<file path="config.mk">
export PLATFORM = sky130hd
export DESIGN_NAME = md_router
export DESIGN_NICKNAME = d
export VERILOG_FILES = /design/src/rtl/md_router.sv
export SDC_FILE = /design/constraint.sdc
export NUM_CORES = 1
export LEC_CHECK = 0
export BUFFER_PORTS_ARGS = -buffer_cell sky130_fd_sc_hd__buf_2
export CAP_MARGIN = 20
export CORE_AREA = 5 5 642 644
export CTS_CLUSTER_SIZE = 8
export DETAILED_ROUTE_END_ITERATION = 8
export DIE_AREA = 0 0 647 649
export HOLD_SLACK_MARGIN = 0.03
export PLACE_DENSITY = 0.3
export RECOVER_POWER = 100
export SETUP_SLACK_MARGIN = 0.4
export SLEW_MARGIN = 20
export SYNTH_ARGS = -nofsm -noshare
export SYNTH_HDL_FRONTEND = slang
export SYNTH_SLANG_ARGS = --single-unit
</file>
<file path="constraint.sdc">
create_clock -name clk -period 17.5 [get_ports clk]
set_input_delay 3.5 -clock clk [delete_from_list [all_inputs] [get_ports clk]]
set_output_delay 3.5 -clock clk [all_outputs]
set_load 0.02 [all_outputs]
</file>
<file path="src/rtl/md_router.sv">
// md_router: routes an AXI-Stream metadata beat to NCH registered channels (broadcast or selector field), framing BURST_LEN-beat packets per channel.
// Define MD_ROUTER_STATS_EN to add per-channel delivered-beat and dropped-beat counters.
module md_router #(
    parameter int DW        = 512,
    parameter int NCH       = 2,
    parameter int MODE      = 0,
    parameter int SEL_LSB   = 0,
    parameter int BURST_LEN = 16
) (
    input  logic              clk,
    input  logic              reset,
    input  logic [DW-1:0]     AXIS_IN_MD_TDATA,
    input  logic              AXIS_IN_MD_TVALID,
    output logic              AXIS_IN_MD_TREADY,
    output logic [NCH*DW-1:0] AXIS_OUT_MD_TDATA,
    output logic [NCH-1:0]    AXIS_OUT_MD_TVALID,
    input  logic [NCH-1:0]    AXIS_OUT_MD_TREADY,
    output logic [NCH-1:0]    AXIS_OUT_MD_TLAST,
    output logic [NCH*32-1:0] stat_beats,
    output logic [31:0]       stat_drops
);
    localparam int SEL_W = NCH > 1 ? $clog2(NCH) : 1;
    localparam logic [15:0] LAST_CNT = 16'(BURST_LEN - 1);

    logic [NCH-1:0]   can_load, load, drain;
    logic [SEL_W-1:0] sel;
    logic             in_range, accept;

    assign can_load = ~AXIS_OUT_MD_TVALID | AXIS_OUT_MD_TREADY;
    assign drain    = AXIS_OUT_MD_TVALID & AXIS_OUT_MD_TREADY;
    assign sel      = AXIS_IN_MD_TDATA[SEL_LSB +: SEL_W];
    assign in_range = 32'(sel) < NCH;
    assign accept   = AXIS_IN_MD_TVALID & AXIS_IN_MD_TREADY;

    // Out-of-range selectors are always accepted so they can be discarded without stalling.
    always_comb begin
        AXIS_IN_MD_TREADY = MODE == 0 ? &can_load : (in_range ? can_load[sel] : 1'b1);
    end

    for (genvar c = 0; c < NCH; c++) begin : g_ch
        logic [DW-1:0] data;
        logic          vld, lst;
        logic [15:0]   bcnt;
        assign load[c] = accept && (MODE == 0 || (in_range && 32'(sel) == c));
        always_ff @(posedge clk or posedge reset) begin
            if (reset) begin
                data <= '0;
                vld  <= 1'b0;
                lst  <= 1'b0;
                bcnt <= '0;
            end else if (load[c]) begin
                data <= AXIS_IN_MD_TDATA;
                vld  <= 1'b1;
                lst  <= bcnt == LAST_CNT;
                bcnt <= bcnt == LAST_CNT ? '0 : bcnt + 16'd1;
            end else if (drain[c]) begin
                vld <= 1'b0;
            end
        end
        assign AXIS_OUT_MD_TDATA[c*DW +: DW] = data;
        assign AXIS_OUT_MD_TVALID[c]         = vld;
        assign AXIS_OUT_MD_TLAST[c]          = lst;
`ifdef MD_ROUTER_STATS_EN
        logic [31:0] beats;
        always_ff @(posedge clk or posedge reset) begin
            if (reset) beats <= '0;
            else if (drain[c]) beats <= beats + 32'd1;
        end
        assign stat_beats[c*32 +: 32] = beats;
`else
        assign stat_beats[c*32 +: 32] = '0;
`endif
    end

`ifdef MD_ROUTER_STATS_EN
    logic        drop;
    logic [31:0] drops;
    assign drop = accept && MODE == 1 && !in_range;
    always_ff @(posedge clk or posedge reset) begin
        if (reset) drops <= '0;
        else if (drop) drops <= drops + 32'd1;
    end
    assign stat_drops = drops;
`else
    assign stat_drops = '0;
`endif
endmodule

</file>
==> summary.md <==
| Metric | Value |
|---|---|
| WHS Path Cells | `1` |
| Worst path bufs/invs | `5` |
| I/O pin cnt | `~1600` |
| Most common cell after layout, fill and taps aside | `nand2_1` |
| Pins Over Slew Limit | `524` |
| Simple logic cell fraction of the synthesized area | `roughly 24%` |
| Predominant post-synthesis flop cell | `dfrtp_1` |
| WL final | `271000 um` |
| Most frequent cells in the layout | `nand2_1 (1558), clkbuf_1 (1046), dfrtp_1 (548)` |
| Final hold vios | `0` |
| Register area share after synthesis | `53.9%` |
| CP Cell Sequence | `clkbuf_1 -> or2b_2 -> nand3_1 -> clkbuf_1 -> clkbuf_1 -> clkbuf_1 -> buf_12 -> nand2_1 -> nand2_1` |
| Fill cells | `roughly 48000` |
| R2R cell count | `8` |
| Leak | `~16 nW` |
| Setup Viol. Count Final | `0` |
| Largest buffer count on any clock path | `4` |
| Min-Delay Path Class | `reg2reg` |
| Post-synthesis cell area | `25500 um2` |
| Port-buffer cells | `1545` |
| Clk Latency, worst-skew pair | `0.82 ns` |
| Worst IR Drop VDD | `0.0582 mV` |
| Vias in the first global route | `24010` |
| Critical path type | `in2reg` |
| Yosys top cell by area | `dfrtp_1` |
| Final period utilization | `61.4%` |
| Drt first pass iters | `5` |
| Initial DRC count | `1676` |
| Antenna violations before repair | `70` |
| Worst EP required | `18.19 ns` |
| Critical path's slowest cell | `clkbuf_1` |
| Critical Path End Type | `register` |
| Post-CTS sizing | `0` |
| Reg clk slew, reported paths | `0.05 ns` |
| Synth Register Bits | `approximately 550` |
| Yosys cell types | `32` |
| Detailed Place HPWL | `241000 um` |
| Post-CTS setup buffer count | `0` |
| Max_cap viols | `9` |
| Synth top area share | `53.9%` |
| Sequential Area | `13700 um2` |
| Synth Area in XOR/XNOR | `less than 1%` |
| Share of cells above drive strength 1 | `~16%` |
| Worst reg2reg setup slack | `9.13 ns` |
| Num rows | `~230` |
| PwrDens | `156 nW/um2` |
| Clock Root Buffer | `clkbuf_16` |
| FFs w/ async S/R, synth | `100%` |
| Avg Cell Area, Syn | `8.65 um2` |
| Antenna-violating nets left | `0` |
| Die Ht | `649 um` |
| Fmax | `between 90 and 100 MHz` |
| CP dominant cell by count | `clkbuf_1` |
| Largest net degree at the start of global routing | `~160` |
| RR Endpoint | `g_ch[1].data[421]` |
| Vias | `23184` |
| Hold path endpoint | `g_ch[0].bcnt[15]` |
| Crit-path leading delay family | `buffers and inverters` |
| Minimum clock period | `10.75 ns` |
| Placeable Area | `405000 um2` |
| Worst slew margin | `-356%` |
| Width of the die | `roughly 650 um` |
| Area Overhead vs Synth | `43.7%` |
| Footprint of the multi-input gates | `about 6900 um2` |
| Failing checks | `capacitance limit, slew limit` |
| GRT Util Overall | `between 10% and 20%` |
| CTS tree | `built` |
| Setup TNS | `0 ns` |
| Gr ovfl total | `0` |
| Fin nets | `between 4000 and 5000` |
| Outcome | `complete, but fails checks` |
| Critical Path Start Type | `input pin` |
| Synth Area in Compound Gates | `less than 1%` |
| Mapped Cells | `between 2000 and 3000` |
| Worst path max stage delay | `2.25 ns` |
| Crit path max fanout | `135` |
| EDFF count, synth | `0` |
| Hold-fix buffers, CTS | `0` |
| RePlAce Congestion | `0.876` |
| DR vias/cell | `2.45` |
| Residual DRC count | `0` |
| Largest family of logic cells by synthesized area | `simple AND/OR/NAND/NOR gates` |
| Initial Util | `6.28%` |
| CTS buffer count | `88` |
| FF-to-FF Start | `g_ch[1].vld` |
| First-pass GRT wire length | `327000 um` |
| Tightest Pin Transition | `between 6 and 7 ns` |
| Adder-cell area share of the yosys netlist | `0.0983%` |
| Data arrival, critical path | `about 11 ns` |
| Portion of netlist area occupied by mux cells | `0%` |
| Hold path start | `g_ch[0].bcnt[15]` |
| Yosys warning count | `0` |
| Clock skew | `approximately 0.07 ns` |
| Wirelength per Cell | `28.7 um` |
| H-tree levels | `3` |
| Total chip power | `5.71 mW` |
| Total clock sinks | `548` |
| RSZ-0062 raised after global routing | `no` |
| Top cells by area, synth | `dfrtp_1 (54%), nand2_1 (23%), buf_4 (18%)` |
| Full die area | `420000 um2` |
## cell usage after synthesis, types with 6 or more instances
| cell | count |
|---|---|
| nand4_1 | 9 |
| clkbuf_1 | 10 |
| nor2_1 | 7 |
| nand3_1 | 15 |
| inv_1 | 7 |
| xor2_1 | 7 |
| dfrtp_1 | 548 |
| nor4_1 | 6 |
| buf_2 | 107 |
| nand2_1 | 1558 |
| xnor2_1 | 17 |
| buf_4 | 612 |
| o21ai_0 | 6 |
## kinds of logic after synthesis
group / Yosys count
buffers and inverters: 737
adders and majority gates: 2
xor gates and xnor gates: 24
and+or+nand+nor: 1618
other: 1
AOI/OAI and AO/OA: 12
DFF: 548
## final cells by class
cell class	count	share of cell area (%)
sequential	548	37.5
multi-input combinational	1752	18.7
tap	5428	18.6
timing repair buffer	1563	18.1
clock buffer	100	6.31
clock inverter	13	0.489
antenna	33	0.226
inverter	7	0.0752
## where the power goes
group | leakage, nW | switching (mW) | internal (mW)
clock | 1.22 | 0.683 | 0.965
combinational | 8.34 | 1.86 | 0.345
sequential | 6.76 | 0.334 | 1.52
total | 16.3 | 2.88 | 2.83
## worst max path at each step
stage | from | end | slack [ns] | cells after the start
after global routing | reset | g_ch[1].data[226] | 5.71 | 3
after floorplan | reset | g_ch[0].bcnt[0] | 6.54 | 1
after global placement | AXIS_OUT_MD_TREADY[1] | AXIS_IN_MD_TREADY | 9.33 | 4
after CTS | AXIS_OUT_MD_TREADY[1] | AXIS_IN_MD_TREADY | 9.32 | 4
final | AXIS_OUT_MD_TREADY[1] | g_ch[1].data[421] | 6.75 | 9
after detailed placement | AXIS_OUT_MD_TREADY[1] | AXIS_IN_MD_TREADY | 9.32 | 4
## per-layer routing
| layer | up-vias | wire length [um] | global-route usage, % |
|---|---|---|---|
| met5 | - | 354 | 0 |
| met4 | 20 | 6720 | 2.25 |
| met3 | 239 | 41100 | 7.89 |
| met2 | 1188 | 129000 | 21.1 |
| met1 | 11431 | 93300 | 12.9 |
| li1 | 10306 | - | - |
## sequential cells by signal, indices dropped and copies added (netlist names)
name and cells:
g_ch.bcnt 32, g_ch.vld 2, g_ch.lst 2, g_ch.data 512
## stage by stage
step	instances	area [um2]	util [%]	worst slack (ns)	hold WS, ns
floorplan	3037	25800	-	6.54	0.443
global placement	9298	35400	8.74	9.33	0.465
detailed placement	9298	35400	8.74	9.32	0.462
CTS	9411	37900	9.35	9.32	0.473
global route	9442	36600	9.03	5.71	0.483
finish	9444	36600	9.03	6.75	0.467
Note: power is estimated with default switching activity, not from simulation.
